$ cat src/rtl/mips_iter_divider.sv
// Radix-2 restoring divider for MIPS DIV/DIVU: one quotient bit per cycle,
// with valid/ready on the request and result sides and a synchronous cancel.
module mips_iter_divider #(
  parameter int DATA_WIDTH = 32
) (
  input  logic                  clk,
  input  logic                  reset,
  input  logic                  div_valid,
  output logic                  div_ready,
  input  logic                  div_signed,
  input  logic [DATA_WIDTH-1:0] dividend,
  input  logic [DATA_WIDTH-1:0] divisor,
  input  logic                  cancel,
  output logic                  out_valid,
  input  logic                  out_ready,
  output logic [DATA_WIDTH-1:0] quotient,
  output logic [DATA_WIDTH-1:0] remainder,
  output logic                  div_by_zero,
  output logic                  busy
);

  localparam int CNT_W = (DATA_WIDTH > 2) ? $clog2(DATA_WIDTH) : 1;
  localparam logic [CNT_W-1:0]      CNT_LAST = CNT_W'(DATA_WIDTH - 1);
  localparam logic [CNT_W-1:0]      CNT_ONE  = {{(CNT_W-1){1'b0}}, 1'b1};
  localparam logic [CNT_W-1:0]      CNT_ZERO = {CNT_W{1'b0}};
  localparam logic [DATA_WIDTH-1:0] D_ZERO   = {DATA_WIDTH{1'b0}};
  localparam logic [DATA_WIDTH-1:0] D_ONES   = {DATA_WIDTH{1'b1}};

  typedef enum logic [1:0] {
    S_IDLE = 2'd0,
    S_CALC = 2'd1,
    S_DONE = 2'd2
  } state_t;

  state_t                  r_state;
  state_t                  w_next_state;
  logic [CNT_W-1:0]        r_count;
  logic [DATA_WIDTH-1:0]   r_prem;
  logic [DATA_WIDTH-1:0]   r_quo;
  logic [DATA_WIDTH-1:0]   r_dvsr;
  logic [DATA_WIDTH-1:0]   r_dividend;
  logic                    r_neg_q;
  logic                    r_neg_r;
  logic                    r_dbz;
  logic [DATA_WIDTH-1:0]   r_quotient;
  logic [DATA_WIDTH-1:0]   r_remainder;
  logic                    r_div_by_zero;

  logic                    w_accept;
  logic                    w_a_neg;
  logic                    w_b_neg;
  logic [DATA_WIDTH-1:0]   w_a_mag;
  logic [DATA_WIDTH-1:0]   w_b_mag;
  logic [DATA_WIDTH:0]     w_shift;
  logic [DATA_WIDTH:0]     w_diff;
  logic                    w_take;
  logic [DATA_WIDTH-1:0]   w_prem_nxt;
  logic [DATA_WIDTH-1:0]   w_quo_nxt;
  logic [DATA_WIDTH-1:0]   w_q_final;
  logic [DATA_WIDTH-1:0]   w_r_final;

  function automatic logic [DATA_WIDTH-1:0] neg2c(input logic [DATA_WIDTH-1:0] v);
    return (~v) + {{(DATA_WIDTH-1){1'b0}}, 1'b1};
  endfunction

  // State register
  always_ff @(posedge clk) begin
    if (reset) begin
      r_state <= S_IDLE;
    end else begin
      r_state <= w_next_state;
    end
  end

  // Next-state logic; cancel forces IDLE from any state
  always_comb begin
    w_next_state = r_state;
    if (cancel) begin
      w_next_state = S_IDLE;
    end else begin
      case (r_state)
        S_IDLE:  w_next_state = div_valid ? S_CALC : S_IDLE;
        S_CALC:  w_next_state = (r_count == CNT_LAST) ? S_DONE : S_CALC;
        S_DONE:  w_next_state = out_ready ? S_IDLE : S_DONE;
        default: w_next_state = S_IDLE;
      endcase
    end
  end

  // Handshake and status outputs decoded from the state register
  always_comb begin
    div_ready = 1'b0;
    busy      = 1'b1;
    out_valid = 1'b0;
    case (r_state)
      S_IDLE: begin
        div_ready = 1'b1;
        busy      = 1'b0;
      end
      S_CALC:  out_valid = 1'b0;
      S_DONE:  out_valid = 1'b1;
      default: busy      = 1'b1;
    endcase
  end

  assign w_accept = (r_state == S_IDLE) && div_valid && !cancel;
  assign w_a_neg  = div_signed && dividend[DATA_WIDTH-1];
  assign w_b_neg  = div_signed && divisor[DATA_WIDTH-1];
  assign w_a_mag  = w_a_neg ? neg2c(dividend) : dividend;
  assign w_b_mag  = w_b_neg ? neg2c(divisor) : divisor;

  // Once the shifted remainder has its top bit set it exceeds any divisor;
  // otherwise a borrow shows up as bit DATA_WIDTH of the difference.
  assign w_shift    = {r_prem, r_quo[DATA_WIDTH-1]};
  assign w_diff     = w_shift - {1'b0, r_dvsr};
  assign w_take     = w_shift[DATA_WIDTH] | ~w_diff[DATA_WIDTH];
  assign w_prem_nxt = w_take ? w_diff[DATA_WIDTH-1:0] : w_shift[DATA_WIDTH-1:0];
  assign w_quo_nxt  = {r_quo[DATA_WIDTH-2:0], w_take};

  assign w_q_final = r_dbz ? D_ONES : (r_neg_q ? neg2c(w_quo_nxt) : w_quo_nxt);
  assign w_r_final = r_dbz ? r_dividend : (r_neg_r ? neg2c(w_prem_nxt) : w_prem_nxt);

  // Operand capture, iteration datapath and result registers
  always_ff @(posedge clk) begin
    if (reset) begin
      r_count       <= CNT_ZERO;
      r_prem        <= D_ZERO;
      r_quo         <= D_ZERO;
      r_dvsr        <= D_ZERO;
      r_dividend    <= D_ZERO;
      r_neg_q       <= 1'b0;
      r_neg_r       <= 1'b0;
      r_dbz         <= 1'b0;
      r_quotient    <= D_ZERO;
      r_remainder   <= D_ZERO;
      r_div_by_zero <= 1'b0;
    end else if (cancel) begin
      r_count <= CNT_ZERO;
    end else if (w_accept) begin
      r_count    <= CNT_ZERO;
      r_prem     <= D_ZERO;
      r_quo      <= w_a_mag;
      r_dvsr     <= w_b_mag;
      r_dividend <= dividend;
      r_neg_q    <= w_a_neg ^ w_b_neg;
      r_neg_r    <= w_a_neg;
      r_dbz      <= (divisor == D_ZERO);
    end else if (r_state == S_CALC) begin
      r_prem <= w_prem_nxt;
      r_quo  <= w_quo_nxt;
      if (r_count == CNT_LAST) begin
        r_count       <= CNT_ZERO;
        r_quotient    <= w_q_final;
        r_remainder   <= w_r_final;
        r_div_by_zero <= r_dbz;
      end else begin
        r_count <= r_count + CNT_ONE;
      end
    end else begin
      r_count <= r_count;
    end
  end

  assign quotient    = r_quotient;
  assign remainder   = r_remainder;
  assign div_by_zero = r_div_by_zero;

endmodule
$ cat config.mk
export PLATFORM = sky130hd
export DESIGN_NAME = mips_iter_divider
export DESIGN_NICKNAME = d
export VERILOG_FILES = /design/src/rtl/mips_iter_divider.sv
export SDC_FILE = /design/constraint.sdc
export NUM_CORES = 1
export LEC_CHECK = 0
export BUFFER_PORTS_ARGS = -buffer_cell sky130_fd_sc_hd__buf_2
export CORE_MARGIN = 5
export CORE_UTILIZATION = 62
export CTS_BUF_LIST = sky130_fd_sc_hd__clkbuf_4
export CTS_CLUSTER_DIAMETER = 100
export DETAILED_ROUTE_END_ITERATION = 6
export PLACE_DENSITY = 0.83
export SYNTH_ARGS = -nofsm -noshare
export SYNTH_HDL_FRONTEND = slang
export SYNTH_SLANG_ARGS = --single-unit
$ cat constraint.sdc
create_clock -name clk -period 7.15 [get_ports clk]
set_input_delay 1.43 -clock clk [delete_from_list [all_inputs] [get_ports clk]]
set_output_delay 1.43 -clock clk [all_outputs]
set_load 0.03 [all_outputs]
# Word-level counts from Yosys, hierarchy flattened

Index checks and enable logic that the tools add are counted.
W data, S select, Z words.

Memory bits (writable): 0
Memories kept: 0
Bits in latches: 0
Output and inout bits: 68
Flip-flop bits (word level): 203
Bits in read-only memories: 0
Input port bits: 70

Magnitude comparators: 0
Div/mod/pow operators: 0
Reductions and logical operators: 13
Shift operators: 0
Equality and inequality tests: 3
Multiplexer cells: 19
Bitwise logic cells: 9
Add/subtract/negate cells: 6
$mul: 0

Operators by type and width:

| operator                | count |
|---|---|
| $mux W32                | 11 |
| $add A32 B1 Y32 const B | 4 |
| $not A32 Y32            | 4 |
| $sub A33 B32 Y33        | 1 |
| $logic_not A32 Y1       | 1 |
| $pmux W2 S3             | 1 |
| $add A5 B1 Y5 const B   | 1 |
| $eq A5 B5 Y1 const B    | 1 |
| $mux W5                 | 1 |
| $logic_and A1 B1 Y1     | 4 |
| $mux W1                 | 4 |
| $mux W2                 | 2 |
| $reduce_and A2 Y1       | 2 |
| $reduce_and A4 Y1       | 1 |
| $not A1 Y1              | 3 |
| $reduce_or A3 Y1        | 1 |
| $eq A2 B1 Y1 const B    | 1 |
| $eq A2 B2 Y1 const B    | 1 |
| $logic_not A2 Y1        | 1 |
| $reduce_bool A2 Y1      | 1 |
| $reduce_or A2 Y1        | 1 |
| $logic_not A1 Y1        | 1 |
| $or A1 B1 Y1            | 1 |
| $xor A1 B1 Y1           | 1 |

# Longest topological paths before layout

Depth after elaboration: 8
Gate-level depth with buffers: 24

# Worst setup path after synthesis

OpenSTA, ideal clock, no wires.

Path kind: register -> register
From: register r_quo[31]
To: register r_remainder[30], in the netlist remainder[30]
Stages on the path, launching flop included: 25
Data arrival time: 4980 ps
Buffers on the path: 3
Slack: 2085 ps
Required time: 7064 ps
Path through: dfxtp_1 inv_1 ha_1 fa_1 nand2b_1 a21boi_2 o21ai_2 a21oi_2 o211ai_1 nand2_1 buf_2 buf_2 buf_2 nand2_1 o21ai_0 ha_1 nand2b_1 or4_1 nor2_1 nand3_1 o32ai_2 nand3_1 o41ai_1 xor2_1 a211oi_1

Longest elaborated chain between the ends: 8

Ends and longest elaborated chain:

| what                       | line | text |
|---|---|---|
| start: declaration         | 39   | `logic [DATA_WIDTH-1:0] r_quo;` |
| start signal: assignment   | 142  | `r_quo <= w_a_mag;` |
| start signal: assignment   | 150  | `r_quo <= w_quo_nxt;` |
| $sub A33 B32 Y33           | 115  | `assign w_diff = w_shift - {1'b0, r_dvsr};` |
| $not A1 Y1                 | 116  | `assign w_take = w_shift[DATA_WIDTH] \| ~w_diff[DATA_WIDTH];` |
| $or A1 B1 Y1               | 116  |  |
| $mux W32 (*)               | 117  | `assign w_prem_nxt = w_take ? w_diff[DATA_WIDTH-1:0] : w_shift[DATA_WIDTH-1:0];` |
| $not A32 Y32               | 63   | `return (~v) + {{(DATA_WIDTH-1){1'b0}}, 1'b1};` |
| $add A32 B1 Y32            | 63   |  |
| $mux W32 (*) (2 in series) | 121  | `assign w_r_final = r_dbz ? r_dividend : (r_neg_r ? neg2c(w_prem_nxt) : w_prem_nxt);` |
| end signal: assignment     | 154  | `r_remainder <= w_r_final;` |
| end: declaration           | 46   | `logic [DATA_WIDTH-1:0] r_remainder;` |

Every way passes the cells marked *; elsewhere a longest branch is shown, timed or not.
A chain may end at the register's enable or synchronous reset.

# Worst setup path after layout

Ends and elaborated chain as after synthesis.

==> impl_metrics.json <==
{
  "period_share_pct": 81.6,
  "slew-limit-headroom_pct": 29.3,
  "critPathLaunchType": "flip-flop",
  "final_layout_size_suffix_gt1_share_pct": 14.6,
  "min_path_type": "reg2reg",
  "post-cts-setup-buffers": 0,
  "fin_crit_ns": 5.83,
  "synthToLayoutAreaGrowth_pct": 9.25,
  "rsz0062_at_grt": "false",
  "core-area_um2": 21100,
  "final_cell_mix": "nand2_1 (253), nor2_1 (239), dfxtp_1 (203)",
  "finalHoldViolations": 0,
  "wl_per_cell_um": 18.2,
  "synth_area_leaders": "dfxtp_1 (30%), nand2_1 (7.1%), nor2_1 (6.8%)",
  "synth.net_count": 1886,
  "cts.repair.resized": 0,
  "totalWireLength_um": 39400,
  "rows": 53,
  "yosysTopAreaCell": "dfxtp_1",
  "fin_ws_ns": 1.32,
  "cts_buffer_depth": 3,
  "cp.required_ns": 7.72,
  "netlist_instances": 1777,
  "ctsHoldBuffers": 0,
  "ys_ff_latch": 203,
  "post-route-util_pct": 69.2,
  "tritoncts": "done",
  "leakagePower_nw": 5.71,
  "layout_commonest_cell": "nand2_1",
  "die_area_um2": 24600,
  "drcViolationCount": 0,
  "setup_viol": 0,
  "overflow": 0,
  "avgSynthCellArea_um2": 7.52,
  "drt_iter0_markers": 1338,
  "reg2reg_depth": 23,
  "synth_edf_count": 0,
  "grt_pass1_vias": 12700,
  "setup_tns_ns": 0,
  "fin_nets": 1968,
  "place_ws_ns": 1.49,
  "grt_use_total_pct": 31.1,
  "clock_latency_ns": 0.68,
  "status": "finished, final reports clean",
  "antenna_found_initial": 2,
  "grt_pass1_wl_um": 63100,
  "numClockSinks": 203,
  "globalplace.congestion": 0.993,
  "max-cap-violations": 0,
  "h-tree-depth": 2,
  "die_w_um": 157,
  "io_pins": 138,
  "portBuffers": 137,
  "ir_worst_vdd_v": 0.000129,
  "hold_depth": 2,
  "synthArstFlopShare_pct": 0,
  "syn_area_um2": 13400,
  "fmax_ghz": 0.171,
  "route.vias.total": 13800,
  "arrival_ns": 6.40,
  "ys_types": 91,
  "start_util_pct": 63.3,
  "synth_flop_cell": "dfxtp_1",
  "clkTransAtPathRegs_ns": 0.07,
  "hpwl_um": 28300,
  "avgViaCountPerCell": 6.39,
  "ys_warn_count": 0,
  "die_h_um": 157,
  "yosysSeqAreaShare_pct": 30.4,
  "worst_slew_pin_slew_ns": 1.06,
  "antenna_left": 0,
  "cts_root_buffer": "clkbuf_4",
  "power-per-cell-area_nw_per_um2": 184,
  "synth_top_area_share_pct": 30.4,
  "fin_worst_skew_ns": 0.0215,
  "dr.pass1.iters": 6,
  "drv_slew": 0,
  "grt_max_degree": 138,
  "critical_path_class": "reg2reg",
  "cts_buffers": 54,
  "crit_fanout": 36,
  "finalPower_mw": 2.69,
  "end_kind": "flip-flop"
}
worst max-delay path, cell delays in order, from the launching register on:
cell and delay (ns):
dfxtp_1 0.39, inv_1 0.07, ha_1 0.23, fa_1 0.43, nand2b_1 0.20, a21boi_2 0.18, o21ai_2 0.11, a21oi_2 0.25
o211ai_1 0.13, buf_4 0.21, nand2_1 0.13, buf_4 0.47, nand2_1 0.10, o21ai_0 0.18, ha_1 0.27, nand2b_1 0.08
or4_1 0.42, nor2_1 0.14, nand3_1 0.12, o32ai_2 0.64, nand3_1 0.15, o41ai_1 0.46, xor2_1 0.11, a211oi_1 0.24
area by class of cell:
class / instances / area [µm²]
clock buffer: 73 / 548
fill: 1786 / 6490
inverter: 52 / 195
timing repair buffer: 148 / 774
tap: 275 / 344
clock inverter: 9 / 42.5
antenna: 2 / 5.00
sequential: 203 / 4060
multi-input combinational: 1400 / 8620
per-stage QoR:
stage          std cells  hold slack [ns]  area, µm²
2_1_floorplan       1777            0.431      13400
3_3_place_gp        2078            0.439      14000
3_5_place_dp        2078            0.445      14000
4_1_cts             2160            0.454      14600
5_1_grt             2162            0.472      14600
6_report            2162            0.454      14600
path summary, 6_finish.rpt:
path,startpoint,endpoint,slack [ns]
worst max register to register,r_quo[31],remainder[30],1.32
worst min-delay path,r_dividend[1],r_dividend[1],0.45
worst min register to register,r_dividend[1],r_dividend[1],0.45
worst max-delay path,r_quo[31],remainder[30],1.32
routing by layer:
| metal | wire [µm] | track usage, % | vias to the layer above |
|---|---|---|---|
| li1 | - | - | 6595 |
| met1 | 16900 | 43.8 | 6427 |
| met2 | 17500 | 47.3 | 688 |
| met3 | 3570 | 5.31 | 105 |
| met4 | 1420 | 12.4 | 0 |
| met5 | 0 | 0 | - |
power breakdown:
group          switching [mW]  leakage [nW]  internal, mW
Clock                   0.472         0.354         0.464
Sequential             0.0348          1.65          1.17
Combinational           0.352          3.70         0.200
Total                   0.859          5.71          1.83
cell families after synthesis:
family | share of synthesized area (%)
simple gates | 23.7
fa+ha+maj | 3.71
mux | 2.62
buf+inv | 5.16
compound gates | 25.9
xor+xnor | 8.46
flops | 30.4
synthesized netlist by cell type, types with 4 or more instances:
| cell type | instances |
|---|---|
| nand2_1 | 253 |
| nor2_1 | 242 |
| dfxtp_1 | 203 |
| a21oi_1 | 118 |
| clkbuf_1 | 92 |
| a211oi_1 | 77 |
| xor2_1 | 77 |
| o21ai_0 | 63 |
| xnor2_1 | 52 |
| inv_1 | 50 |
| a311oi_1 | 46 |
| a31oi_1 | 43 |
| ha_1 | 38 |
| nor3_1 | 37 |
| nand3_1 | 29 |
| o31ai_1 | 29 |
| mux2i_1 | 26 |
| or3_1 | 21 |
| or4_1 | 18 |
| nand4_1 | 17 |
| buf_2 | 16 |
| o211ai_1 | 15 |
| o41ai_1 | 15 |
| nand2b_1 | 14 |
| and3_1 | 13 |
| and2_1 | 12 |
| nor2b_1 | 11 |
| buf_1 | 10 |
| nor4_1 | 10 |
| a21o_1 | 9 |
| mux2_2 | 8 |
| o22ai_1 | 8 |
| a41oi_1 | 6 |
| o31a_1 | 5 |
| or2_2 | 5 |
| o21a_1 | 4 |
| o2bb2ai_1 | 4 |
sequential cells by signal (all words and copies together) (netlist names):
name / flops
r_dividend: 32
r_neg_q: 1
r_prem: 32
r_dvsr: 32
r_count: 5
r_neg_r: 1
div_by_zero: 1
r_state: 2
r_quo: 32
quotient: 32
remainder: 32
r_dbz: 1
Power figures use the tool's default switching activity.
